`src/rtl/bus_pkg.sv`:
```
// Shared definitions for the data-bus receive side: default width, register
// indices and the conflict counter width.
package bus_pkg;

    localparam int BUS_DATA_W = 16;
    localparam int CONFLICT_CNT_W = 8;

    typedef enum logic [3:0] {
        REG_PC  = 4'd0,
        REG_AR  = 4'd1,
        REG_AC  = 4'd2,
        REG_R   = 4'd3,
        REG_DR  = 4'd4,
        REG_A   = 4'd5,
        REG_B   = 4'd6,
        REG_C   = 4'd7,
        REG_D   = 4'd8,
        REG_TR  = 4'd9,
        REG_CID = 4'd10
    } reg_idx_e;

endpackage

```
`src/rtl/bus_inc_reg.sv`:
```
// Bus destination register with write > clear > increment > hold priority.
// next_val/changed expose the value being written so callers can derive flags.
module bus_inc_reg #(
    parameter int DATA_W  = 16,
    parameter bit HAS_CLR = 1'b0
) (
    input  logic              clk,
    input  logic              rst,
    input  logic [DATA_W-1:0] d_in,
    input  logic              write_en,
    input  logic              clr_en,
    input  logic              inc_en,
    output logic [DATA_W-1:0] q,
    output logic [DATA_W-1:0] next_val,
    output logic              changed
);

    logic [DATA_W-1:0] val_q;
    logic [DATA_W-1:0] val_d;

    // Increment wraps naturally at DATA_W bits; no carry is kept.
    always_comb begin
        val_d   = val_q;
        changed = 1'b1;
        if (write_en) begin
            val_d = d_in;
        end else if (HAS_CLR && clr_en) begin
            val_d = '0;
        end else if (inc_en) begin
            val_d = val_q + DATA_W'(1);
        end else begin
            changed = 1'b0;
        end
    end

    always_ff @(posedge clk) begin
        if (rst) begin
            val_q <= '0;
        end else begin
            val_q <= val_d;
        end
    end

    assign q        = val_q;
    assign next_val = val_d;

endmodule

```
`src/rtl/bus_write_regs.sv`:
```
// Destination register bank on the shared data bus, with PC/AR/AC micro-ops.
// Optional write/increment/clear conflict tracking under BUS_WR_CONFLICT_EN.
module bus_write_regs
    import bus_pkg::*;
#(
    parameter int DATA_W  = BUS_DATA_W,
    parameter int CORE_ID = 0
) (
    input  logic              clk,
    input  logic              rst,
    input  logic [DATA_W-1:0] bus,
    input  logic              PC_write_en,
    input  logic              AR_write_en,
    input  logic              AC_write_en,
    input  logic              R_write_en,
    input  logic              DR_write_en,
    input  logic              A_write_en,
    input  logic              B_write_en,
    input  logic              C_write_en,
    input  logic              D_write_en,
    input  logic              TR_write_en,
    input  logic              PC_inc_en,
    input  logic              AR_inc_en,
    input  logic              AC_inc_en,
    input  logic              AC_clr_en,
    output logic [DATA_W-1:0] PC_out,
    output logic [DATA_W-1:0] AR_out,
    output logic [DATA_W-1:0] AC_out,
    output logic [DATA_W-1:0] R_out,
    output logic [DATA_W-1:0] DR_out,
    output logic [DATA_W-1:0] A_out,
    output logic [DATA_W-1:0] B_out,
    output logic [DATA_W-1:0] C_out,
    output logic [DATA_W-1:0] D_out,
    output logic [DATA_W-1:0] TR_out,
    output logic [DATA_W-1:0] CID_out,
    output logic              Z_flag
`ifdef BUS_WR_CONFLICT_EN
    ,
    output logic                      conflict_err,
    output logic [CONFLICT_CNT_W-1:0] conflict_cnt
`endif
);

    localparam int N_PLAIN = 7;

    logic [DATA_W-1:0] pc_next;
    logic [DATA_W-1:0] ar_next;
    logic [DATA_W-1:0] ac_next;
    logic              pc_changed;
    logic              ar_changed;
    logic              ac_changed;

    logic [N_PLAIN-1:0] plain_we;
    logic [DATA_W-1:0]  plain_q [N_PLAIN];
    logic [DATA_W-1:0]  plain_d [N_PLAIN];

    logic z_q;
    logic z_d;

    bus_inc_reg #(.DATA_W(DATA_W), .HAS_CLR(1'b0)) u_pc (
        .clk      (clk),
        .rst      (rst),
        .d_in     (bus),
        .write_en (PC_write_en),
        .clr_en   (1'b0),
        .inc_en   (PC_inc_en),
        .q        (PC_out),
        .next_val (pc_next),
        .changed  (pc_changed)
    );

    bus_inc_reg #(.DATA_W(DATA_W), .HAS_CLR(1'b0)) u_ar (
        .clk      (clk),
        .rst      (rst),
        .d_in     (bus),
        .write_en (AR_write_en),
        .clr_en   (1'b0),
        .inc_en   (AR_inc_en),
        .q        (AR_out),
        .next_val (ar_next),
        .changed  (ar_changed)
    );

    bus_inc_reg #(.DATA_W(DATA_W), .HAS_CLR(1'b1)) u_ac (
        .clk      (clk),
        .rst      (rst),
        .d_in     (bus),
        .write_en (AC_write_en),
        .clr_en   (AC_clr_en),
        .inc_en   (AC_inc_en),
        .q        (AC_out),
        .next_val (ac_next),
        .changed  (ac_changed)
    );

    // Plain load-enable registers, ordered R, DR, A, B, C, D, TR.
    assign plain_we = {TR_write_en, D_write_en, C_write_en, B_write_en,
                       A_write_en, DR_write_en, R_write_en};

    always_comb begin
        for (int i = 0; i < N_PLAIN; i++) begin
            plain_d[i] = plain_we[i] ? bus : plain_q[i];
        end
    end

    always_ff @(posedge clk) begin
        if (rst) begin
            for (int i = 0; i < N_PLAIN; i++) begin
                plain_q[i] <= '0;
            end
        end else begin
            for (int i = 0; i < N_PLAIN; i++) begin
                plain_q[i] <= plain_d[i];
            end
        end
    end

    assign R_out  = plain_q[0];
    assign DR_out = plain_q[1];
    assign A_out  = plain_q[2];
    assign B_out  = plain_q[3];
    assign C_out  = plain_q[4];
    assign D_out  = plain_q[5];
    assign TR_out = plain_q[6];

    // Zero flag tracks the value AC is about to take, so both update together.
    always_comb begin
        z_d = z_q;
        if (ac_changed) begin
            z_d = (ac_next == '0);
        end
    end

    always_ff @(posedge clk) begin
        if (rst) begin
            z_q <= 1'b1;
        end else begin
            z_q <= z_d;
        end
    end

    assign Z_flag  = z_q;
    assign CID_out = DATA_W'(CORE_ID);

`ifdef BUS_WR_CONFLICT_EN
    logic                      conflict;
    logic                      err_q;
    logic                      err_d;
    logic [CONFLICT_CNT_W-1:0] cnt_q;
    logic [CONFLICT_CNT_W-1:0] cnt_d;

    assign conflict = (PC_write_en && PC_inc_en) ||
                      (AR_write_en && AR_inc_en) ||
                      (AC_write_en && AC_inc_en) ||
                      ((AC_write_en || AC_inc_en) && AC_clr_en);

    // Sticky error plus a saturating count of conflicting cycles.
    always_comb begin
        err_d = err_q | conflict;
        cnt_d = cnt_q;
        if (conflict && (cnt_q != '1)) begin
            cnt_d = cnt_q + CONFLICT_CNT_W'(1);
        end
    end

    always_ff @(posedge clk) begin
        if (rst) begin
            err_q <= 1'b0;
            cnt_q <= '0;
        end else begin
            err_q <= err_d;
            cnt_q <= cnt_d;
        end
    end

    assign conflict_err = err_q;
    assign conflict_cnt = cnt_q;
`endif

endmodule

```
`config.mk`:
```
export PLATFORM = sky130hd
export DESIGN_NAME = bus_write_regs
export DESIGN_NICKNAME = d
export VERILOG_FILES = /design/src/rtl/bus_pkg.sv /design/src/rtl/bus_inc_reg.sv /design/src/rtl/bus_write_regs.sv
export SDC_FILE = /design/constraint.sdc
export NUM_CORES = 1
export LEC_CHECK = 0
export BUFFER_PORTS_ARGS = -buffer_cell sky130_fd_sc_hd__buf_2
export CORE_MARGIN = 4
export CORE_UTILIZATION = 35
export DETAILED_ROUTE_END_ITERATION = 10
export PLACE_DENSITY = 0.57
export SLEW_MARGIN = 20
export SYNTH_ARGS = -nofsm -noshare
export SYNTH_HDL_FRONTEND = slang
export SYNTH_SLANG_ARGS = --single-unit
export TNS_END_PERCENT = 100
```
`constraint.sdc`:
```
create_clock -name clk -period 4.52 [get_ports clk]
set_input_delay 0.226 -clock clk [delete_from_list [all_inputs] [get_ports clk]]
set_output_delay 0.226 -clock clk [all_outputs]
set_load 0.03 [all_outputs]
```
Yosys cells after proc, flatten, opt, wreduce, memory -nomap -nowiden
Memory sizes are Yosys's and may differ from the RTL's.
Index checks and enable logic that the tools add are counted.
{"block": "totals", "reg_bits": 49, "out_inout_bits": 177, "ramBits": 112, "in_bits": 32, "n_memories": 1, "word_cells": 45}
{"block": "classes", "muxes": 27, "n_reduce_logical": 3, "addsub": 3, "n_bitwise": 7}
{"name": "plain_q", "words": 7, "width": 16, "read_ports": 7, "rd_clocked_by_memory_dff": 0, "wr": 7, "line_no": "bus_write_regs.sv:55", "source": "logic [DATA_W-1:0] plain_q [N_PLAIN];"}
{"operator": "2-to-1 mux 16 bit", "n": 21}
{"operator": "adder 16 x 1 -> 16 bit, second input constant", "n": 3}
{"operator": "logical NOT 16 bit", "n": 1}
{"operator": "bitwise OR 1 bit", "n": 7}
{"operator": "2-to-1 mux 1 bit", "n": 6}
{"operator": "nonzero test 2 bit", "n": 2}

Depth between registers and ports, before layout
{"block": "logic_depth", "word_depth": 5, "mapped_depth": 7, "mapped_depth_nobuf": 7}

Modules after synthesis
Synthesis repeated with hierarchy kept, for this count alone.
{"block": "hier_totals", "cells_unflattened": 775, "area_unflattened_um2": 7171.9}
{"module": "bus_write_regs", "area_per_inst_um2": 4194.0, "n_inst": 1, "seq_area_each_um2": 2262.2, "cells_per_inst": 389}
{"module": "bus_inc_reg at u_ar ...", "area_per_inst_um2": 988.4, "n_inst": 2, "seq_area_each_um2": 320.3, "cells_per_inst": 127}
{"module": "bus_inc_reg at u_ac", "area_per_inst_um2": 1001.0, "n_inst": 1, "seq_area_each_um2": 320.3, "cells_per_inst": 132}

Worst setup path before layout
No wires, ideal clock.
{"block": "synth_path", "kind": "reg2reg", "startpoint": "reg u_ac.val_q[0] (netlist: u_ac.q[0])", "endpoint": "reg z_q (netlist: Z_flag)", "setup_time_ns": 0.122, "path_buffers": 0, "t_required_ns": 4.398, "arrival_ns": 1.982, "slack_ns": 2.415, "synth_period_minus_slack_ns": 2.105, "stages_incl_launch_ff": 8, "cell_sequence": "dfxtp_1 ha_1 nand4_1 xor2_1 a41oi_1 o31a_1 a211oi_1 a311o_1"}
{"block": "synth_between", "elab_chain_len": 5}
{"item": "from (decl)", "line_no": "bus_inc_reg.sv:18", "source": "logic [DATA_W-1:0] val_q;"}
{"item": "from (signal assigned)", "line_no": "bus_inc_reg.sv:40", "source": "val_q <= val_d;"}
{"item": "adder 16 x 1 -> 16 bit", "line_no": "bus_inc_reg.sv:30", "source": "val_d = val_q + DATA_W'(1);"}
{"item": "2-to-1 mux 16 bit (*)", "line_no": "bus_inc_reg.sv:29", "source": "end else if (inc_en) begin"}
{"item": "2-to-1 mux 16 bit (*)", "line_no": "bus_inc_reg.sv:27", "source": "end else if (HAS_CLR && clr_en) begin"}
{"item": "2-to-1 mux 16 bit (*)", "line_no": "bus_inc_reg.sv:25", "source": "if (write_en) begin"}
{"item": "logical NOT 16 bit (*)", "line_no": "bus_write_regs.sv:131", "source": "z_d = (ac_next == '0);"}
{"item": "to (signal assigned)", "line_no": "bus_write_regs.sv:139", "source": "z_q <= z_d;"}
{"item": "to (decl)", "line_no": "bus_write_regs.sv:58", "source": "logic z_q;"}
Mark *: on every way between the ends. The rest lies on a longest branch, timed or not.
A chain may end at the register's enable or synchronous reset.

Worst setup path in the final report
Ends and elaborated chain as after synthesis.

==> flow_metrics.env <==
export IMPL_clk_latency_ns=0.42
export IMPL_grt_max_degree=85
export IMPL_clk_pin_slew_worst_paths_ns=0.07
export IMPL_cts_tree="built"
export IMPL_worst_slew_pin_slew_ns=0.917
export IMPL_grt_usage=0.187
export IMPL_finalSetupViolations=0
export IMPL_start_kind="register"
export IMPL_num_io_pins=209
export IMPL_nets=922
export IMPL_dp_worst_setup_slack_ns=2.42
export IMPL_wire_per_inst_um=17.6
export IMPL_wl_met2_um=9150
export IMPL_cts_resized=0
export IMPL_clock_path_buffers=2
export IMPL_drv_slew=0
export IMPL_ctsRootBufferMaster="clkbuf_16"
export IMPL_place_gp_congestion=0.804
export IMPL_crit_fanout=7
export IMPL_grt_ovfl_total=0
export IMPL_synth_top_area_cell="dfxtp_1"
export IMPL_finalCriticalPeriod_ns=2.18
export IMPL_fillCellCount=1892
export IMPL_synth_area_um2=6740
export IMPL_drc=0
export IMPL_rsz0062_at_grt="no"
export IMPL_cp_end_kind="register"
export IMPL_critPathKind="reg -> reg"
export IMPL_multi_input_area_um2=3210
export IMPL_min_to="u_pc.q[0]$_SDFFE_PP0P_"
export IMPL_top_layer="met4"
export IMPL_avgSynthCellArea_um2=9.16
export IMPL_holdBufCountCts=0
export IMPL_wl_met3_um=1710
export IMPL_setup_tns_ns=0
export IMPL_setup_ws_ns=2.34
export IMPL_place_port_buffers=192
export IMPL_ir_worst_vdd_v=0.000255
export IMPL_dpl_instance_area_um2=7760
export IMPL_post_dp_hpwl_um=13300
export IMPL_fin_skew_ns=0.00497
export IMPL_worstReg2RegEnd="Z_flag$_SDFFE_PP1P_"
export IMPL_grt_first_pass_wirelength_um=31400
export IMPL_fmax_mhz=459
export IMPL_postLayoutCellArea_um2=8330
export IMPL_whs_ns=0.170
export IMPL_seqCellArea_um2=3220
export IMPL_antenna_cells=0
export IMPL_dieArea_um2=21500
export IMPL_layout_commonest_cell="buf_2"
export IMPL_wl_met1_um=9270
export IMPL_synth_yosys_seq_area_share=0.478
export IMPL_p_leak_nw=4.02
export IMPL_antenna_found_initial=0
export IMPL_rrSetupSlack_ns=2.34
export IMPL_maxCapViolCount=0
export IMPL_clock_sinks=161
export IMPL_die_width_um=147
export IMPL_netlist_cell_type_count=43
export IMPL_status="completed"
export IMPL_drtIter0Drc=286
export IMPL_via_count=5524
export IMPL_reg2regPathDepth=7
export IMPL_layout_common_cells="buf_2 (191), nor2_1 (167), dfxtp_1 (161), mux2i_1 (119), nand2_1 (45)"
export IMPL_synth_cells=736
export IMPL_numCtsBuffers=17
export IMPL_hold_path_startpoint="PC_inc_en"
export IMPL_synth_top_area_share=0.478
export IMPL_hold_viol_final=0
export IMPL_htree_levels=4
export IMPL_utilization=0.442
export IMPL_row_count=50
export IMPL_min_path_type="in -> reg"
export IMPL_post_cts_buffers=0
export IMPL_finalCritPeriodShare=0.482
export IMPL_ys_seq_elements=161
export IMPL_r2r_start="u_ac.q[0]$_SDFF_PP0_"
export IMPL_core_um2=18800
export IMPL_grt_pass1_vias=5274
export IMPL_cp_data_required_time_ns=4.83
export IMPL_hold_depth=4
export IMPL_synth_warnings=0
export IMPL_arrival_ns=2.48
export IMPL_first_pass_iters=5
export IMPL_syn2layout_area_growth_pct=23.6
export IMPL_viasPerCell=4.76
export IMPL_die_h_um=147
export IMPL_slew_headroom=0.386
export IMPL_power_density_nw_per_um2=425
export IMPL_drive_gt1_frac=0.254
export IMPL_ant_nets=0
export IMPL_start_util=0.358
export IMPL_synth_area_leaders="dfxtp_1 (48%), mux2i_1 (18%), nor2_1 (9.3%)"
export IMPL_wirelength_um=20400
==> flip-flops by register name, indices dropped and copies added (netlist names) <==
register  cells
plain_q     112
u_ac.q       16
u_ar.q       16
u_pc.q       16
Z_flag        1
==> synthesized netlist by cell type <==
cell type and n:
xor2_1 20, buf_2 2, a311o_1 1, or2_2 1
nor3_2 1, nand3_4 1, o41ai_1 1, clkbuf_1 57
nand4_1 10, nor2_1 167, o311a_1 1, and3_1 10
nor3_1 5, or3_1 4, nor4bb_1 1, a211oi_1 10
xnor2_1 21, nand3_1 13, o211ai_1 1, a31oi_1 2
nor4b_1 1, buf_1 1, ha_1 3, nor3b_1 4
nand2_1 45, and2_1 1, a211o_1 1, nor2b_1 2
dfxtp_1 161, a31o_2 1, buf_4 16, conb_1 1
a22oi_1 8, inv_1 5, o21ai_0 4, mux2i_1 119
o211ai_2 1, o21a_1 1, o31a_1 2, a41oi_1 1
a32oi_1 1, nor4_1 4, a21oi_1 24
==> power breakdown <==
part	leakage, nW	switching (mW)	total [mW]	internal (mW)
registers	1.33	0.0574	1.56	1.50
logic	2.41	0.396	0.561	0.165
clock network	0.279	0.642	1.42	0.779
==> stage by stage <==
step                power, mW  instances
floorplan                1.99        751
global placement         2.16       1128
detailed placement       2.16       1128
CTS                      3.59       1160
global route             3.70       1160
finish                   3.54       1160
==> layout make-up <==
| cell class | instances | share of cell area |
|---|---|---|
| flip-flops and latches | 161 | 0.387 |
| multi-input cells | 509 | 0.385 |
| repair buffers | 193 | 0.118 |
| clock buffers | 18 | 0.0515 |
| well taps | 260 | 0.0391 |
| clock inverters | 14 | 0.0173 |
| inverters | 5 | 0.00225 |
==> critical path, stage by stage (launching register included) <==
cell and delay (ns):
dfxtp_1 0.43, ha_1 0.25, nand4_1 0.34, xor2_1 0.25, a41oi_1 0.22, o31a_1 0.17
a211oi_1 0.06, a311o_1 0.35
==> how the worst max path moves through the flow <==
| stage | to | start | slack [ns] |
|---|---|---|---|
| floorplan | Z_flag$_SDFFE_PP1P_ | u_ac.q[0]$_SDFF_PP0_ | 2.42 |
| global placement | Z_flag$_SDFFE_PP1P_ | u_ac.q[0]$_SDFF_PP0_ | 2.46 |
| detailed placement | Z_flag$_SDFFE_PP1P_ | u_ac.q[0]$_SDFF_PP0_ | 2.42 |
| CTS | Z_flag$_SDFFE_PP1P_ | u_ac.q[0]$_SDFF_PP0_ | 2.39 |
| global route | Z_flag$_SDFFE_PP1P_ | u_ac.q[0]$_SDFF_PP0_ | 2.10 |
| finish | Z_flag$_SDFFE_PP1P_ | u_ac.q[0]$_SDFF_PP0_ | 2.34 |
==> logic make-up (layout without fill, tap and decap cells) <==
family | after synthesis | in the layout | synth area share
simple gates | 270 | 270 | 0.172
flops | 161 | 161 | 0.478
mux | 119 | 119 | 0.177
buf+inv | 81 | 230 | 0.0544
compound gates | 60 | 60 | 0.0588
xor+xnor | 41 | 41 | 0.0533
fa+ha+maj | 3 | 3 | 0.00557
other cells | 1 | 16 | 0.000556
==> metal layers <==
layer  up-vias  track usage
li1       2730            -
met1      2565        0.248
met2       203        0.288
met3        26       0.0657
met4         0       0.0536
met5         -            0
Power figures use the tool's default switching activity.
